--- config.mk ---
export PLATFORM = sky130hd
export DESIGN_NAME = display7_scan
export DESIGN_NICKNAME = d
export VERILOG_FILES = /design/src/rtl/display7_scan.sv
export SDC_FILE = /design/constraint.sdc
export NUM_CORES = 1
export LEC_CHECK = 0
export BUFFER_PORTS_ARGS = -buffer_cell sky130_fd_sc_hd__buf_4
export CORE_UTILIZATION = 42
export CTS_CLUSTER_DIAMETER = 40
export DETAILED_ROUTE_END_ITERATION = 16
export SLEW_MARGIN = 20
export SYNTH_ARGS = -nofsm -noshare
export SYNTH_HDL_FRONTEND = slang
export SYNTH_SLANG_ARGS = --single-unit
--- constraint.sdc ---
create_clock -name iClk -period 2.92 [get_ports iClk]
set_input_delay 0.292 -clock iClk [delete_from_list [all_inputs] [get_ports iClk]]
set_output_delay 0.292 -clock iClk [all_outputs]
set_load 0.01 [all_outputs]
--- src/rtl/display7_scan.sv ---
`timescale 1ns/1ps
`default_nettype none
// ============================================================================
// Module      : display7_scan
// Description : Time-multiplexed driver for a bank of common-anode 7-segment
//               digits. A refresh prescaler holds each digit for CLK_DIV
//               cycles while a scan index walks digits 0..DIGITS-1. Values
//               are written into a shadow register and only copied into the
//               display register at the end of a full scan, so a frame is
//               never shown half-old / half-new. Supports per-digit enable,
//               per-digit decimal point and leading-zero blanking.
//
// Ports       : iClk    - clock, all state on rising edge
//               iRst    - synchronous reset, active-high
//               iData   - DIGITS hex nibbles, digit k = iData[4k+3:4k]
//               iDp     - decimal point per digit (1 = lit)
//               iEn     - digit enable (0 = digit dark)
//               iLzb    - leading-zero blanking enable (live, not shadowed)
//               iLoad   - one-cycle strobe, capture iData/iDp/iEn
//               oSeg    - segments {g,f,e,d,c,b,a}
//               oDp     - decimal-point segment
//               oAn     - digit select, one-hot at the active level
//               oFrame  - one-cycle pulse after each completed scan
//
// Revision    : 1.0 - initial release
// ============================================================================
module display7_scan #(
    parameter int DIGITS         = 8,
    parameter int CLK_DIV        = 100000,
    parameter bit SEG_ACTIVE_LOW = 1'b1,
    parameter bit AN_ACTIVE_LOW  = 1'b1
) (
    input  logic                  iClk,
    input  logic                  iRst,
    input  logic [4*DIGITS-1:0]   iData,
    input  logic [DIGITS-1:0]     iDp,
    input  logic [DIGITS-1:0]     iEn,
    input  logic                  iLzb,
    input  logic                  iLoad,
    output logic [6:0]            oSeg,
    output logic                  oDp,
    output logic [DIGITS-1:0]     oAn,
    output logic                  oFrame
);

    // Counter widths are kept at least 1 bit so the degenerate DIGITS=1 /
    // CLK_DIV=1 configurations still elaborate cleanly.
    localparam int c_IDX_W = (DIGITS  > 1) ? $clog2(DIGITS)  : 1;
    localparam int c_PRE_W = (CLK_DIV > 1) ? $clog2(CLK_DIV) : 1;

    localparam logic [c_PRE_W-1:0] c_PRE_MAX = c_PRE_W'(CLK_DIV - 1);
    localparam logic [c_IDX_W-1:0] c_IDX_MAX = c_IDX_W'(DIGITS - 1);

    // Output levels for "off" at the pins.
    localparam logic [6:0]        c_SEG_OFF = {7{SEG_ACTIVE_LOW}};
    localparam logic              c_DP_OFF  = SEG_ACTIVE_LOW;
    localparam logic [DIGITS-1:0] c_AN_OFF  = {DIGITS{AN_ACTIVE_LOW}};

    // Hex to active-high segment pattern {g,f,e,d,c,b,a}.
    function automatic logic [6:0] hex_to_seg(input logic [3:0] nib);
        logic [6:0] seg;
        case (nib)
            4'h0:    seg = 7'h3F;
            4'h1:    seg = 7'h06;
            4'h2:    seg = 7'h5B;
            4'h3:    seg = 7'h4F;
            4'h4:    seg = 7'h66;
            4'h5:    seg = 7'h6D;
            4'h6:    seg = 7'h7D;
            4'h7:    seg = 7'h07;
            4'h8:    seg = 7'h7F;
            4'h9:    seg = 7'h6F;
            4'hA:    seg = 7'h77;
            4'hB:    seg = 7'h7C;
            4'hC:    seg = 7'h39;
            4'hD:    seg = 7'h5E;
            4'hE:    seg = 7'h79;
            default: seg = 7'h71;
        endcase
        return seg;
    endfunction

    // ------------------------------------------------------------------
    // State
    // ------------------------------------------------------------------
    logic [c_PRE_W-1:0]   prescaler_q,   prescaler_d;
    logic [c_IDX_W-1:0]   index_q,       index_d;
    logic [4*DIGITS-1:0]  shadow_data_q, shadow_data_d;
    logic [DIGITS-1:0]    shadow_dp_q,   shadow_dp_d;
    logic [DIGITS-1:0]    shadow_en_q,   shadow_en_d;
    logic                 pending_q,     pending_d;
    logic [4*DIGITS-1:0]  disp_data_q,   disp_data_d;
    logic [DIGITS-1:0]    disp_dp_q,     disp_dp_d;
    logic [DIGITS-1:0]    disp_en_q,     disp_en_d;
    logic [6:0]           seg_q,         seg_d;
    logic                 dp_q,          dp_d;
    logic [DIGITS-1:0]    an_q,          an_d;
    logic                 frame_q,       frame_d;

    logic tick;
    logic wrap;

    // ------------------------------------------------------------------
    // Prescaler, scan index and shadow/display transfer
    // ------------------------------------------------------------------
    always_comb begin
        tick          = (prescaler_q == c_PRE_MAX);
        wrap          = tick && (index_q == c_IDX_MAX);

        prescaler_d   = tick ? '0 : prescaler_q + c_PRE_W'(1);

        index_d       = index_q;
        if (tick) begin
            index_d = (index_q == c_IDX_MAX) ? '0 : index_q + c_IDX_W'(1);
        end

        shadow_data_d = shadow_data_q;
        shadow_dp_d   = shadow_dp_q;
        shadow_en_d   = shadow_en_q;
        pending_d     = pending_q;
        disp_data_d   = disp_data_q;
        disp_dp_d     = disp_dp_q;
        disp_en_d     = disp_en_q;

        if (iLoad) begin
            shadow_data_d = iData;
            shadow_dp_d   = iDp;
            shadow_en_d   = iEn;
        end

        if (wrap) begin
            // A load landing on the wrap tick bypasses the shadow so the
            // freshest value is what the next frame shows.
            if (iLoad) begin
                disp_data_d = iData;
                disp_dp_d   = iDp;
                disp_en_d   = iEn;
            end else if (pending_q) begin
                disp_data_d = shadow_data_q;
                disp_dp_d   = shadow_dp_q;
                disp_en_d   = shadow_en_q;
            end
            pending_d = 1'b0;
        end else if (iLoad) begin
            pending_d = 1'b1;
        end

        frame_d = wrap;
    end

    // ------------------------------------------------------------------
    // Digit selection, blanking and decode
    // ------------------------------------------------------------------
    logic [DIGITS-1:0] lz_blank;
    logic              zero_above;
    logic [3:0]        sel_nib;
    logic              sel_en;
    logic              sel_dp;
    logic              sel_lz;
    logic              blank;
    logic [DIGITS-1:0] an_onehot;

    always_comb begin
        // Walk from the most significant digit down: a digit is a leading
        // zero when it and every digit above it hold zero. Digit 0 always
        // shows, so a value of zero still displays "0".
        zero_above = 1'b1;
        lz_blank   = '0;
        for (int k = DIGITS - 1; k >= 0; k--) begin
            zero_above  = zero_above && (disp_data_q[4*k +: 4] == 4'h0);
            lz_blank[k] = zero_above && (k != 0);
        end

        sel_nib   = 4'h0;
        sel_en    = 1'b0;
        sel_dp    = 1'b0;
        sel_lz    = 1'b0;
        an_onehot = '0;
        for (int k = 0; k < DIGITS; k++) begin
            if (index_q == c_IDX_W'(k)) begin
                sel_nib      = disp_data_q[4*k +: 4];
                sel_en       = disp_en_q[k];
                sel_dp       = disp_dp_q[k];
                sel_lz       = lz_blank[k];
                an_onehot[k] = 1'b1;
            end
        end

        // iLzb is taken live so blanking can be toggled without a reload.
        blank = !sel_en || (iLzb && sel_lz);

        if (blank) begin
            seg_d = c_SEG_OFF;
            dp_d  = c_DP_OFF;
            an_d  = c_AN_OFF;
        end else begin
            seg_d = hex_to_seg(sel_nib) ^ {7{SEG_ACTIVE_LOW}};
            dp_d  = sel_dp ^ SEG_ACTIVE_LOW;
            an_d  = an_onehot ^ c_AN_OFF;
        end
    end

    // ------------------------------------------------------------------
    // Registers
    // ------------------------------------------------------------------
    always_ff @(posedge iClk) begin
        if (iRst) begin
            prescaler_q   <= '0;
            index_q       <= '0;
            shadow_data_q <= '0;
            shadow_dp_q   <= '0;
            shadow_en_q   <= '0;
            pending_q     <= 1'b0;
            disp_data_q   <= '0;
            disp_dp_q     <= '0;
            disp_en_q     <= '0;
            seg_q         <= c_SEG_OFF;
            dp_q          <= c_DP_OFF;
            an_q          <= c_AN_OFF;
            frame_q       <= 1'b0;
        end else begin
            prescaler_q   <= prescaler_d;
            index_q       <= index_d;
            shadow_data_q <= shadow_data_d;
            shadow_dp_q   <= shadow_dp_d;
            shadow_en_q   <= shadow_en_d;
            pending_q     <= pending_d;
            disp_data_q   <= disp_data_d;
            disp_dp_q     <= disp_dp_d;
            disp_en_q     <= disp_en_d;
            seg_q         <= seg_d;
            dp_q          <= dp_d;
            an_q          <= an_d;
            frame_q       <= frame_d;
        end
    end

    assign oSeg   = seg_q;
    assign oDp    = dp_q;
    assign oAn    = an_q;
    assign oFrame = frame_q;

endmodule
`default_nettype wire
[Yosys cells after proc, flatten, opt, wreduce, memory -nomap -nowiden]
Memories as Yosys holds them, arrays and structs flattened.
Index checks and enable logic that the tools add are counted.
Operators by class
  bitwise logic cells: 3
  equal/unequal tests: 8
  multiplexer cells: 47
  reduce and logical (&&, ||, !) cells: 23
  add/subtract/negate cells: 2
Operator list (number)
  two-way mux 32 bit: 2
  two-way mux 4 bit: 8
  two-way mux 8 bit: 4
  two-way mux 1 bit: 31
  logical NOT 4 bit: 7
  adder 17 x 1 -> 17 bit (second input constant): 1
  equality test 17 bit (second input constant): 1
  equality test 3 bit (second input constant): 4
  logical AND 1 bit: 8
  inverter 8 bit: 1
  two-way mux 7 bit: 1
  inverter 7 bit: 1
  equality test 3 x 2 -> 1 bit (second input constant): 2
  OR reduction 2 bit: 3
  adder 3 x 1 -> 3 bit (second input constant): 1
  equality test 3 x 1 -> 1 bit (second input constant): 1
  logical NOT 3 bit: 1
  two-way mux 3 bit: 1
  AND reduction 2 bit: 1
  nonzero test 2 bit: 1
  logical NOT 1 bit: 1
  logical OR 1 bit: 1
  inverter 1 bit: 1
Word-level totals
  logic and storage cells: 97
  memories: 1
  output and inout bits: 17
  ROM bits: 112
  register bits after elaboration: 134
  input port bits: 52
Memory list
  (name not given): depth 16, bits a word 7, read ports 1, clocked after Yosys merged registers in 0, write ports 0, line 62  | case (nib)

[Logic depth before layout (Yosys ltp)]
  depth after elaboration: 18
  depth in mapped cells: 13
  mapped depth without buffers: 11

[Least setup slack after synthesis]
No wires, ideal clock.
  path kind: reg2reg
  start point: reg index_q[2]
  end point: reg seg_q[0] (netlist: oSeg[0])
  required time: 2794 ps
  stages on the path, launching flop included: 13
  arrival: 2748 ps
  clock period less this slack: 2874 ps
  path slack: 46 ps
  setup time: 126 ps
  path buffers: 2
  cells stage by stage: dfxtp_1 -> buf_6 -> clkinv_1 -> ha_1 -> buf_2 -> a2111oi_0 -> o22ai_1 -> a21oi_2 -> inv_1 -> ha_1 -> or4_1 -> o31ai_1 -> o21ai_1
Between the ends
  longest elaborated chain between the ends: 12
  elaborated cells on any way between the ends: 38
  classes of those cells: eq/ne: 7; mux: 24; bitwise: 1; reduce/logical: 5; memory: 1
Ends and longest elaborated chain
  start, declared: line 87  | logic [c_IDX_W-1:0] index_q, index_d;
  start signal, assigned: line 223  | index_q <= index_d;
  logical NOT 3 bit: line 180  | if (index_q == c_IDX_W'(k)) begin
  two-way mux 4 bit / two-way mux 1 bit (equally long branches) (8 in a row): line 180
  memory (16 x 7 bit) / logical NOT 1 bit (equally long branches)
  two-way mux 7 bit / logical OR 1 bit (equally long branches): line 192, 190
  inverter 7 bit (no line) / OR reduction 2 bit (equally long branches)
  end signal, assigned: line 217  | seg_q <= c_SEG_OFF;
  end signal, assigned: line 231  | seg_q <= seg_d;
  end, declared: line 95  | logic [6:0] seg_q, seg_d;
Parallel ways exist; a longest one is shown, timed or not. The select of a mux whose other input is x is not followed.
A chain may end at the register's enable or synchronous reset.

[Final worst setup path]
  start point: reg index_q[0]
  end point: reg seg_q[0] (netlist: oSeg[0])
Same word-level chain as after synthesis.

==> qor.yml <==
outcome:
  outcome: "finished, final reports clean"
floorplan:
  initial_core_util: 0.4385
  ios: 69
  core_region_area_um2: 13450
  rows: 42
  dieArea_um2: 14520
  die_h_um: 120.5
  die_x_um: 120.5
setup_path:
  worstPathMaxFanout: 9
  arrival_ps: 2990
  startpoint_type: "flop"
  regToRegSetupSlack_ps: 210
  crit_type: "flop to flop"
  regToRegEndpoint: "oSeg[0]"
  required_ps: 3200
  end_kind: "flop"
  crit_end: "oSeg[0]"
  ff2ff_path_depth: 11
  r2r-start: "index_q[0]"
  startpoint: "index_q[0]"
yosys:
  netlist-cell-type-count: 60
  syn_inst: 598
  synthMuxAreaShare: 0.09692
  syn_nets: 663
  synthAdderAreaFrac: 0.02757
  ys_seq_elements: 134
  synth_edf_count: 0
  ys_warn_count: 0
  avgSynthCellArea_um2: 9.865
  synthArstFlopShare: 0
  synth_simple_gate_area_frac: 0.1690
  synthFlopType: "dfxtp_1"
  synth_top_family_by_area: "compound AO/OA/AOI/OAI gates"
  synth_xor_xnor_area_share: 0.01930
  synth_seq_area_share: 0.4547
  syn_area_um2: 5899
  synth-compound-area-share: 0.1790
drt:
  vias: 4384
  dr.pass1.iters: 4
  drt-total-wl_mm: 12.77
  post-route-drc-count: 0
  drtIter0Drc: 271
  ant_nets: 0
  wl_per_cell_um: 14.98
  vias_per_cell: 5.146
clocking:
  cts_buffers: 17
  cts_tree: "yes"
  clkTransAtPathRegs_ps: 60
  cts-root-buf: "clkbuf_16"
  clock_sinks: 134
  htree_levels: 4
  clock_latency_ps: 420
  cts_setup_buffers: 0
  cts_buffer_depth: 2
sta:
  setup-violations-final: 0
  fmax_ghz: 0.3687
  skew_ps: 8.255
  hold_viol: 0
  tns_ps: 0
  slew_headroom: 0.5835
  finalCriticalPeriod_ps: 2712
  min_period_over_period: 0.9288
  fin_ws_ps: 207.9
  drv_slew: 0
  worst_pin_slew_ps: 624.7
  rsz0062_at_grt: "false"
finish:
  fill_cells: 1227
  layout_commonest_cell: "dfxtp_1"
  drive_gt1_frac: 0.2678
  nNetsFinal: 728
  antenna_cells: 0
  final_cell_mix: "dfxtp_1 (134), nor2_1 (125), buf_4 (86), mux2i_1 (56), a211oi_2 (48)"
  areaGrowthSynthToFinish_pct: 22.27
global_route:
  grt.total_usage: 0.1911
  grt_overflow: 0
  grt_pass1_vias: 4329
  grtUsageMet1: 0.2539
  antenna_found_initial: 0
  grt_max_degree: 63
  busiest_layer: "met2"
  grt_first_pass_wirelength_mm: 21.46
  grt_use_met3: 0.04387
  use_met2: 0.2956
worst_hold_path:
  hold_class: "primary input to flop"
place:
  post-place-ws_ps: 82.33
  numPortBuffers: 68
  place_congestion: 0.8294
  hpwl_mm: 9.129
power:
  vdd_drop_max_v: 0.0003765
  power_leakage_nw: 2.806
  powerDensity_nw_per_um2: 620.3
run:
  cap_violations: 0
-- worst max-delay path, cell delays in order, from the launching register on --
cell       delay (ps)
dfxtp_1           380
inv_1             100
ha_2              260
nor2b_1           150
a2111oi_1         360
o22ai_1           160
a21oi_2           170
inv_1              90
ha_1              200
or4_1             530
o31ai_1            80
o21ai_1            90
-- cell families after synthesis --
logic type / Yosys count
AND/OR/NAND/NOR: 214
flip-flops: 134
AO/OA/AOI/OAI: 113
multiplexers: 57
buffers and inverters: 54
XOR/XNOR: 13
adder cells (fa/ha/maj): 13
-- layout make-up --
| type | count | area, um2 | share of cell area |
|---|---|---|---|
| multi-input combinational | 410 | 2920 | 0.4049 |
| sequential | 134 | 2683 | 0.3719 |
| inverter | 13 | 48.80 | 0.006765 |
| tap | 176 | 220.2 | 0.03053 |
| timing repair buffer | 87 | 665.6 | 0.09228 |
| clock inverter | 11 | 195.2 | 0.02706 |
| clock buffer | 21 | 480.5 | 0.06661 |
-- metal layers --
metal,up-vias,wire length [um]
li1,2253,-
met1,2035,6396
met2,77,5699
met3,19,439
met4,0,229
met5,-,0
-- metrics by stage --
step,utilization,power (W),hold WS [ps],area (um2),cells
5_1_grt,0.5362,0.004637,120.9,7213,852
4_1_cts,0.5348,0.004528,108.6,7194,852
3_5_place_dp,0.4846,0.002128,443.5,6519,820
2_1_floorplan,-,0.002046,417.5,5899,598
6_report,0.5362,0.004474,121.7,7213,852
3_3_place_gp,0.4846,0.002122,431.6,6519,820
-- how the worst min path moves through the flow --
stage,from,to,slack (ps),cells past startpoint
floorplan,prescaler_q[0],prescaler_q[0],420,1
global placement,prescaler_q[0],prescaler_q[0],430,1
detailed placement,prescaler_q[0],prescaler_q[0],440,1
CTS,iRst,disp_data_q[28],110,2
global route,iRst,disp_data_q[28],120,2
finish,iRst,disp_data_q[28],120,2
-- timing repair --
action                                  4_1_cts  5_1_grt
hold buffers                                  0        0
gates resized for setup                       0        5
endpoints found under the setup margin        0        5
-- state kept, by name (all words and copies together), names as in the netlist --
name,count
disp_data_q,32
shadow_data_q,32
prescaler_q,17
disp_dp_q,8
disp_en_q,8
oAn,8
shadow_dp_q,8
shadow_en_q,8
oSeg,7
index_q,3
oDp,1
oFrame,1
pending_q,1
-- power breakdown --
group | total [W] | switching, W | internal, W
Clock | 0.00239 | 0.000783 | 0.00161
Sequential | 0.00188 | 0.0000123 | 0.00187
Combinational | 0.000201 | 0.000112 | 0.0000893
-- Yosys cell counts, types with 4 or more instances --
library cell,n,area (um2)
a211oi_1,6,45.04
a211oi_2,48,600.6
a21oi_1,14,70.07
and3_1,5,31.28
buf_1,4,15.01
buf_2,9,45.04
buf_6,12,135.1
clkbuf_1,13,48.80
dfxtp_1,134,2683
ha_1,13,162.7
inv_1,11,41.29
mux2i_1,56,560.5
nand2_1,27,101.4
nand3_1,12,60.06
nand4_1,5,31.28
nor2_1,125,469.2
nor2b_1,4,25.02
nor3_1,4,20.02
nor4_1,6,37.54
o211ai_1,5,37.54
o21ai_0,11,55.05
o221ai_1,6,52.55
xor2_1,10,87.58
Power figures use the tool's default switching activity.
